$ cat config.mk
export PLATFORM = sky130hd
export DESIGN_NAME = io_responder
export DESIGN_NICKNAME = d
export VERILOG_FILES = /design/src/rtl/io_pkg.sv /design/src/rtl/io_fifo.sv /design/src/rtl/io_responder.sv
export SDC_FILE = /design/constraint.sdc
export NUM_CORES = 1
export LEC_CHECK = 0
export CORE_MARGIN = 1.5
export CORE_UTILIZATION = 50
export DETAILED_ROUTE_END_ITERATION = 10
export PLACE_DENSITY = 0.85
export SYNTH_ARGS = -nofsm -noshare
export SYNTH_HDL_FRONTEND = slang
export SYNTH_SLANG_ARGS = --single-unit
$ cat constraint.sdc
create_clock -name clk -period 2.99 [get_ports clk]
set_input_delay 0.4485 -clock clk [delete_from_list [all_inputs] [get_ports clk]]
set_output_delay 0.4485 -clock clk [all_outputs]
set_load 0.03 [all_outputs]
$ cat src/rtl/io_pkg.sv
// Shared constants and types for the memory-mapped I/O responder at 0xC000-0xC007.
// Offsets, base decode value, FSM state encoding and status bit positions live here.
package io_pkg;

  localparam logic [12:0] IO_BASE = 13'h1800;

  localparam logic [2:0] OFS_LED     = 3'd0;
  localparam logic [2:0] OFS_SWITCH  = 3'd1;
  localparam logic [2:0] OFS_TCOUNT  = 3'd2;
  localparam logic [2:0] OFS_TCTRL   = 3'd3;
  localparam logic [2:0] OFS_TCMP    = 3'd4;
  localparam logic [2:0] OFS_KDATA   = 3'd5;
  localparam logic [2:0] OFS_KSTATUS = 3'd6;

  typedef logic [0:0] io_state_t;
  localparam io_state_t ST_IDLE = 1'b0;
  localparam io_state_t ST_ACK  = 1'b1;

  localparam int KS_NOT_EMPTY = 0;
  localparam int KS_FULL      = 1;
  localparam int KS_OVERFLOW  = 2;

  localparam int TC_ENABLE = 0;
  localparam int TC_FLAG   = 1;

endpackage

$ cat src/rtl/io_fifo.sv
// Small synchronous FIFO holding keyboard scan codes for the I/O responder.
// A pop of a non-empty FIFO frees a slot, so a push is accepted when full if it coincides with a pop.
module io_fifo #(
  parameter int FIFO_DEPTH = 4
) (
  input  logic       clk,
  input  logic       rst,
  input  logic       push,
  input  logic       pop,
  input  logic [7:0] wdata,
  output logic [7:0] rdata,
  output logic       full,
  output logic       empty
);

  localparam int AW = (FIFO_DEPTH > 1) ? $clog2(FIFO_DEPTH) : 1;

  logic [7:0]    mem [FIFO_DEPTH];
  logic [AW-1:0] wptr;
  logic [AW-1:0] rptr;
  logic [AW:0]   cnt;
  logic          do_push;
  logic          do_pop;

  assign empty   = (cnt == '0);
  assign full    = (cnt == (AW+1)'(FIFO_DEPTH));
  assign do_pop  = pop & ~empty;
  assign do_push = push & (~full | do_pop);
  assign rdata   = mem[rptr];

  always_ff @(posedge clk) begin
    if (do_push) mem[wptr] <= wdata;
  end

  always_ff @(posedge clk or posedge rst) begin
    if (rst) begin
      wptr <= '0;
      rptr <= '0;
      cnt  <= '0;
    end else begin
      if (do_push) wptr <= (wptr == AW'(FIFO_DEPTH-1)) ? '0 : wptr + 1'b1;
      if (do_pop)  rptr <= (rptr == AW'(FIFO_DEPTH-1)) ? '0 : rptr + 1'b1;
      case ({do_push, do_pop})
        2'b10:   cnt <= cnt + 1'b1;
        2'b01:   cnt <= cnt - 1'b1;
        default: cnt <= cnt;
      endcase
    end
  end

endmodule

$ cat src/rtl/io_responder.sv
// Memory-mapped I/O responder: LEDs, switches, optional timer and key FIFO at 0xC000-0xC007.
// Define IO_TIMER_EN to build the timer; otherwise offsets 2-4 read 0 and irq is tied low.
module io_responder
  import io_pkg::*;
#(
  parameter int FIFO_DEPTH = 4
) (
  input  logic        clk,
  input  logic        rst,
  input  logic        memread,
  input  logic        memwrite,
  input  logic [15:0] adr,
  input  logic [15:0] writedata,
  output logic [15:0] iodata,
  output logic        ioready,
  output logic [15:0] led,
  input  logic [15:0] sw,
  input  logic        key_valid,
  input  logic [7:0]  key_code,
  output logic        irq
);

  io_state_t   state;
  logic        hit;
  logic        access;
  logic        wr_en;
  logic        rd_en;
  logic [2:0]  ofs;
  logic [15:0] sw_meta;
  logic [15:0] sw_sync;
  logic [15:0] rdata;
  logic [15:0] key_status;
  logic [7:0]  key_head;
  logic        key_full;
  logic        key_empty;
  logic        key_pop;
  logic        overflow;
  logic [15:0] timer_count_rd;
  logic [15:0] timer_ctrl_rd;
  logic [15:0] timer_cmp_rd;

  // Accesses arriving while acknowledging are dropped; a simultaneous read+write is a write.
  assign hit     = (adr[15:3] == IO_BASE);
  assign ofs     = adr[2:0];
  assign access  = (memread | memwrite) & hit & (state == ST_IDLE);
  assign wr_en   = access & memwrite;
  assign rd_en   = access & memread & ~memwrite;
  assign ioready = (state == ST_ACK);

  always_ff @(posedge clk or posedge rst) begin
    if (rst)                  state <= ST_IDLE;
    else if (state == ST_ACK) state <= ST_IDLE;
    else if (access)          state <= ST_ACK;
  end

  always_ff @(posedge clk or posedge rst) begin
    if (rst) begin
      sw_meta <= '0;
      sw_sync <= '0;
    end else begin
      sw_meta <= sw;
      sw_sync <= sw_meta;
    end
  end

  always_ff @(posedge clk or posedge rst) begin
    if (rst)                             led <= '0;
    else if (wr_en && ofs == OFS_LED)    led <= writedata;
  end

  assign key_pop = rd_en && (ofs == OFS_KDATA) && !key_empty;

  io_fifo #(.FIFO_DEPTH(FIFO_DEPTH)) u_fifo (
    .clk   (clk),
    .rst   (rst),
    .push  (key_valid),
    .pop   (key_pop),
    .wdata (key_code),
    .rdata (key_head),
    .full  (key_full),
    .empty (key_empty)
  );

  // A dropped push in the same cycle as a software clear keeps the overflow bit set.
  always_ff @(posedge clk or posedge rst) begin
    if (rst)
      overflow <= 1'b0;
    else if (key_valid && key_full && !key_pop)
      overflow <= 1'b1;
    else if (wr_en && ofs == OFS_KSTATUS && writedata[KS_OVERFLOW])
      overflow <= 1'b0;
  end

`ifdef IO_TIMER_EN
  logic [15:0] t_count;
  logic [15:0] t_cmp;
  logic        t_en;
  logic        t_flag;
  logic        t_match;

  assign t_match = t_en && (t_count == t_cmp);

  // Writing the compare value restarts the count; a match set beats a software clear.
  always_ff @(posedge clk or posedge rst) begin
    if (rst) begin
      t_count <= '0;
      t_cmp   <= '0;
      t_en    <= 1'b0;
      t_flag  <= 1'b0;
    end else begin
      if (wr_en && ofs == OFS_TCMP) begin
        t_cmp   <= writedata;
        t_count <= '0;
      end else if (t_en) begin
        t_count <= t_match ? '0 : t_count + 1'b1;
      end
      if (wr_en && ofs == OFS_TCTRL) t_en <= writedata[TC_ENABLE];
      if (t_match)
        t_flag <= 1'b1;
      else if (wr_en && ofs == OFS_TCTRL && writedata[TC_FLAG])
        t_flag <= 1'b0;
    end
  end

  assign irq            = t_flag;
  assign timer_count_rd = t_count;
  assign timer_cmp_rd   = t_cmp;
  assign timer_ctrl_rd  = {14'h0000, t_flag, t_en};
`else
  assign irq            = 1'b0;
  assign timer_count_rd = '0;
  assign timer_cmp_rd   = '0;
  assign timer_ctrl_rd  = '0;
`endif

  always_comb begin
    key_status               = '0;
    key_status[KS_NOT_EMPTY] = ~key_empty;
    key_status[KS_FULL]      = key_full;
    key_status[KS_OVERFLOW]  = overflow;
  end

  always_comb begin
    rdata = '0;
    case (ofs)
      OFS_LED:     rdata = led;
      OFS_SWITCH:  rdata = sw_sync;
      OFS_TCOUNT:  rdata = timer_count_rd;
      OFS_TCTRL:   rdata = timer_ctrl_rd;
      OFS_TCMP:    rdata = timer_cmp_rd;
      OFS_KDATA:   rdata = key_empty ? 16'h0000 : {8'h00, key_head};
      OFS_KSTATUS: rdata = key_status;
      default:     rdata = '0;
    endcase
  end

  always_ff @(posedge clk or posedge rst) begin
    if (rst)        iodata <= '0;
    else if (rd_en) iodata <= rdata;
  end

endmodule

==> impl_metrics.json, run 1 <==
{
  "worst_r2r_path_depth": 9,
  "holdBufCountCts": 0,
  "diodes": 0,
  "internal-power_mw": 2.22,
  "seq_power_share_pct": 57.4,
  "power.static_leakage_nw": 2.25,
  "synthDistinctLibCells": 42,
  "startpoint_type": "input port",
  "max_cap_violations": 0,
  "p_total_mw": 2.97,
  "grt_max_degree": 74,
  "cts-root-buf": "clkbuf_8",
  "stdcell_count": 470,
  "numClockSinks": 105,
  "tns_ns": 0,
  "hold_path_depth": 0,
  "n_fill_cell": 539,
  "status": "finished, final reports clean",
  "die_area_um2": 8730,
  "netlist_area_um2": 4090,
  "crit_required_ns": 3.27,
  "worst-path-max-fanout": 4,
  "die_w_um": 93.4,
  "post_cts_buffers": 0,
  "clkTransAtPathRegs_ns": 0.10,
  "core_area_um2": 7810,
  "antenna_found_initial": 0,
  "globalRouteOverflowTotal": 0,
  "combPwrFrac_pct": 14.1,
  "ys.warnings.count": 0,
  "num_vias": 2473,
  "layout_setup_ws_ns": 0.270,
  "rsz0062_at_grt": "no",
  "synth_ff_type": "dfrtp_1",
  "switchingPower_mw": 0.743,
  "cts_tree": "done",
  "synthesis.nets": 333,
  "skew_ns": 0.0161,
  "drive_above_1_share_pct": 14.9,
  "finalMaxSlewViolations": 0,
  "grt_pass1_wl_mm": 13.3,
  "crit_type": "in -> reg",
  "p_clk_share_pct": 28.5,
  "track_usage_pct": 20.4,
  "firstDrtPassIters": 4,
  "dp_cells": 454,
  "num_rows": 32,
  "synth_seq_cells": 105,
  "regToRegStartpoint": "ioready",
  "dp_hpwl_mm": 6.01,
  "cp-end-kind": "register",
  "clock.fmax_ghz": 0.368,
  "synthCells": 265,
  "wl_per_cell_um": 18.1,
  "r2r-end": "u_fifo.cnt[2]",
  "fin_nets": 431,
  "ir_drop_mv": 0.308,
  "worst_pin_slew_ns": 0.559,
  "multi_input_comb_area_um2": 1200,
  "die_h_um": 93.4,
  "ant_nets": 0,
  "drc": 0,
  "place.gp.congestion": 0.840,
  "powerDensity_nw_per_um2": 553,
  "cts_buffer_depth": 2,
  "async_flop_share_pct": 69.5,
  "fin_crit_sh_pct": 91.0,
  "synth_edf_count": 32,
  "arrival_ns": 3.00,
  "drt_wl_total_mm": 8.48,
  "cts.repair.resized": 0,
  "setup_violations": 0,
  "insertion_delay_ns": 0.36,
  "drt-initial-drc-count": 127,
  "reg2reg_slack_ns": 0.49,
  "fin_crit_ns": 2.72,
  "numCtsBuffers": 9,
  "yosysSeqAreaShare_pct": 68.2,
  "io_buffers": 93,
  "preCtsSetupSlack_ns": 0.00237,
  "area_growth_syn_to_layout_pct": 31.2,
  "start_util_pct": 52.4,
  "via_per_inst": 5.26,
  "htreeDepth": 3,
  "hold_viol": 0,
  "hold_path_class": "reg -> reg",
  "regArea_um2": 2790,
  "io_pins": 95,
  "min_from": "sw_meta[6]",
  "slew_headroom_pct": 62.7,
  "avgSynthCellArea_um2": 15.4,
  "first_global_vias": 2612,
  "worstHoldEndpoint": "sw_sync[6]",
  "switching_share_pct": 25.1
}
## worst max path at each step
stage | to | from | slack (ns)
2_1_floorplan | u_fifo.cnt[2] | adr[0] | 0.61
3_3_place_gp | u_fifo.cnt[2] | memwrite | 0.02
3_5_place_dp | u_fifo.cnt[2] | memwrite | 0.002
4_1_cts | u_fifo.cnt[2] | memwrite | 0.34
5_1_grt | u_fifo.cnt[2] | memwrite | 0.15
6_report | u_fifo.cnt[2] | memwrite | 0.27
## layout make-up
| class | count | area share, % |
|---|---|---|
| Clock buffer | 11 | 3.03 |
| Clock inverter | 5 | 0.653 |
| Inverter | 8 | 0.560 |
| Multi-Input combinational cell | 138 | 22.4 |
| Sequential cell | 105 | 52.0 |
| Tap cell | 102 | 2.38 |
| Timing Repair Buffer | 101 | 18.9 |
## cells by family (layout without fill, tap and decap cells)
group	Yosys count	in the layout	synth area share, %
compound gates	32	32	5.11
xor+xnor	3	3	0.643
fa+ha+maj	7	7	2.33
buf+inv	22	125	2.36
flops	105	105	68.2
mux	43	43	14.4
other cells	1	1	0.0917
simple gates	52	52	6.83
## cells in the final DEF (no fill, tap or decap), drive strengths merged, types with 2 or more instances in the layout
master,n
o311a,2
a21oi,6
mux2,18
ha,6
xor2,2
a31o,2
o21ai,10
and3,4
nor4,2
nand2,19
inv,11
edfxtp,32
clkbuf,11
clkdlybuf4s50,93
nand4,2
mux4,8
dfrtp,73
and3b,2
buf,8
o31ai,8
a221oi,2
mux2i,17
nor2,13
## metal layers
layer / up-vias / part of all wire (%) / track usage (%)
li1: 1152 / - / -
met1: 1222 / 40 / 26.0
met2: 77 / 54 / 34.4
met3: 22 / 4.2 / 3.58
met4: 0 / 2.5 / 8.46
met5: - / 0 / 0
## worst max-delay path: stages
cell and delay (ns):
clkdlybuf4s50_1 0.48, nor4bb_1 0.49, nand4_1 0.27, nor2_1 0.24, ha_1 0.22, inv_1 0.06, fa_1 0.37, xor2_1 0.15
nor2_1 0.11, xor2_1 0.15
## power groups by stage
stage / Combinational (mW) / Sequential (mW) / Clock, mW
2_1_floorplan: 0.254 / 1.70 / 0
3_3_place_gp: 0.407 / 1.71 / 0
3_5_place_dp: 0.422 / 1.73 / 0
4_1_cts: 0.427 / 1.70 / 0.862
5_1_grt: 0.466 / 1.71 / 0.923
6_report: 0.418 / 1.70 / 0.846
## state kept, by name, summed over array words and instances, names as in the netlist, 2 cells and up
name         flops
iodata          16
led             16
sw_meta         16
sw_sync         16
u_fifo.cnt       3
u_fifo.mem      32
u_fifo.rptr      2
u_fifo.wptr      2
## Yosys cell counts (all sizes together) (4+ instances only)
cell type / n / share of area, %
a21oi: 6 / 0.73
inv: 8 / 0.73
o31ai: 8 / 1.5
mux4: 8 / 4.4
dfrtp: 73 / 45
mux2i: 17 / 4.2
mux2: 18 / 5.9
nand2: 19 / 1.7
o21ai: 10 / 1.2
clkbuf: 8 / 0.73
buf: 6 / 0.89
ha: 6 / 1.8
and3: 4 / 0.61
edfxtp: 32 / 24
nor2: 13 / 1.2
## through the flow
stage / area, um^2 / hold WS, ns / util, %
after detailed placement: 5160 / 0.335 / 66.2
after global routing: 5360 / 0.362 / 68.7
after floorplan: 4090 / 0.331 / -
after global placement: 5160 / 0.332 / 66.2
after CTS: 5360 / 0.356 / 68.7
final: 5360 / 0.353 / 68.7
Power figures use the tool's default switching activity.
==> inputs of run 2 (changes only) <==
CORE_UTILIZATION = 46   (was 50)
CTS_BUF_LIST = sky130_fd_sc_hd__clkbuf_2   (was default)
PLACE_DENSITY = 0.82   (was 0.85)
TNS_END_PERCENT = 50   (was default)
clock period = 2.5 ns   (was 2.99 ns; I/O delays follow)
==> run 2 against run 1 <==
Effect of this change: largest power group unchanged; sequential share of layout area decreased by 0.21 points; first-iteration DRC count shrank 53%; total power increased by 13%; sequential power is 19% higher; design area grew 0.40%; core utilization fell by 6.6 points; register-to-register slack lost 0.30 ns; count of clock-buffer cells in the layout down 1; highest routed layer unchanged; global-route usage fell by 2.6 points; worst setup slack worse by 0.079 ns.
==> impl_metrics.json, run 2 (synthesized netlist as in run 1, its figures left out) <==
{
  "status": "finished, final reports clean",
  "met3_usage_pct": 4.89,
  "cp_slowest_cell": "or3b_2",
  "worst_pin_slew_ns": 0.626,
  "finalMaxSlewViolations": 0,
  "holdBufCountCts": 0,
  "antenna_found_initial": 0,
  "place.gp.congestion": 0.832,
  "ir_drop_mv": 0.280,
  "diodes": 0,
  "hold_path_class": "in -> async",
  "path_cells": "or3b_2 -> o21bai_1 -> nand2_1 -> ha_1 -> inv_1 -> fa_1 -> xor2_1 -> nor2_1 -> xor2_1",
  "numClockSinks": 105,
  "drt_wl_total_mm": 7.87,
  "insertion_delay_ns": 0.53,
  "drt-initial-drc-count": 60,
  "setup_violations": 0,
  "die_area_um2": 9460,
  "dp_hpwl_mm": 5.78,
  "grtUsageMet1_pct": 21.3,
  "arrival_ns": 2.77,
  "slew_headroom_pct": 58.3,
  "area_growth_syn_to_layout_pct": 31.7,
  "core_area_um2": 8680,
  "most-common-layout-cells": "clkdlybuf4s50_1, dfrtp_1, edfxtp_1",
  "cts.repair.resized": 0,
  "cts_tree": "done",
  "io_pins": 95,
  "switching_share_pct": 25.2,
  "cts-root-buf": "clkbuf_2",
  "wl_per_cell_um": 16.3,
  "preCtsSetupSlack_ns": -0.190,
  "cpMostUsedCell": "xor2_1",
  "combPwrFrac_pct": 17.2,
  "skew_ns": 0.0244,
  "crit_type": "reg -> reg",
  "crit_required_ns": 2.96,
  "n_fill_cell": 683,
  "clkTransAtPathRegs_ns": 0.25,
  "num_vias": 2507,
  "track_usage_pct": 17.8,
  "timing.hold.ws_ns": 0.188,
  "cp-end-kind": "register",
  "grt_busiest_layer": "met2",
  "final_common_cell": "clkdlybuf4s50_1",
  "grt_pass1_wl_mm": 12.9,
  "globalRouteOverflowTotal": 0,
  "fin_nets": 438,
  "htreeDepth": 3,
  "max_cap_violations": 0,
  "io_buffers": 93,
  "firstDrtPassIters": 4,
  "die_w_um": 97.3,
  "fin_crit_sh_pct": 92.4,
  "die_h_um": 97.3,
  "worst-path-max-fanout": 4,
  "internal-power_mw": 2.50,
  "first_global_vias": 2641,
  "largest_reg_flops": 32,
  "cts_buffer_depth": 2,
  "p_clk_share_pct": 22.0,
  "ant_nets": 0,
  "grtUsageMet2_pct": 30.8,
  "slowest_delay_ns": 0.49,
  "via_per_inst": 5.19,
  "hold_viol": 0,
  "numCtsBuffers": 9,
  "grt_max_degree": 74,
  "fin_util_pct": 62.0,
  "fin_crit_ns": 2.31,
  "clock.fmax_ghz": 0.433,
  "start_util_pct": 47.1,
  "seq_power_share_pct": 60.8,
  "regMostFlops": "u_fifo.mem",
  "drc": 0,
  "rsz0062_at_grt": "no",
  "drive_above_1_share_pct": 16.5,
  "switchingPower_mw": 0.841,
  "powerDensity_nw_per_um2": 620,
  "layout_setup_ws_ns": 0.191,
  "num_rows": 34,
  "startpoint_type": "register",
  "power.static_leakage_nw": 2.26,
  "post_cts_buffers": 0
}
## run 2: cell count changes in the layout (fill, tap and decap cells not counted), sizes merged
cell      change
buf           +7
clkinvlp      +3
clkbuf        -1
bufinv        +1
inv           -3
## run 2: cell type report
class / count / area [um^2] / share of cell area [%]
clock buffer: 10 / 50.0 / 0.930
sequential: 105 / 2790 / 51.8
inverter: 8 / 30.0 / 0.558
clock inverter: 6 / 58.8 / 1.09
timing repair buffer: 108 / 1120 / 20.8
multi-input combinational: 138 / 1200 / 22.4
tap: 108 / 135 / 2.51
## run 2: final timing paths
path	startpoint	to	slack, ns	depth (start not counted)
min reg2reg	sw_meta[9]	sw_sync[9]	0.36	0
min in group clk	sw[8]	sw_meta[8]	0.24	1
max in group asynchronous	rst	led[13]	1.99	3
min	rst	sw_meta[14]	0.19	3
max reg2reg	u_fifo.cnt[0]	u_fifo.cnt[2]	0.19	9
max	u_fifo.cnt[0]	u_fifo.cnt[2]	0.19	9
## run 2: worst max-delay path, delay by kind of cell (launching register included)
| family | cells | cell delay, ns |
|---|---|---|
| AOI/OAI and AO/OA | 1 | 0.19 |
| adders and majority gates | 2 | 0.55 |
| DFF | 1 | 0.47 |
| xor gates and xnor gates | 2 | 0.31 |
| and+or+nand+nor | 3 | 0.67 |
| buffers and inverters | 1 | 0.06 |
## run 2: routing by layer
metal | vias up | part of all wire, %
li1 | 1167 | -
met1 | 1251 | 41
met2 | 78 | 52
met3 | 11 | 5.5
met4 | 0 | 1.8
met5 | - | 0
## run 2: per-stage QoR
step                      instances  power (mW)  cell area (um^2)  TNS, ns
final                           483        3.34              5380        0
after global routing            483        3.52              5380        0
after CTS                       483        3.38              5380        0
after detailed placement        467        2.65              5280   -0.236
after floorplan                 265        2.34              4090        0
after global placement          467        2.61              5280  -0.0772
## run 2: power groups by stage
stage,logic (mW),registers (mW),clock network (mW)
floorplan,0.303,2.04,0
global placement,0.563,2.05,0
detailed placement,0.584,2.06,0
CTS,0.585,2.03,0.761
global route,0.638,2.05,0.828
finish,0.573,2.03,0.736
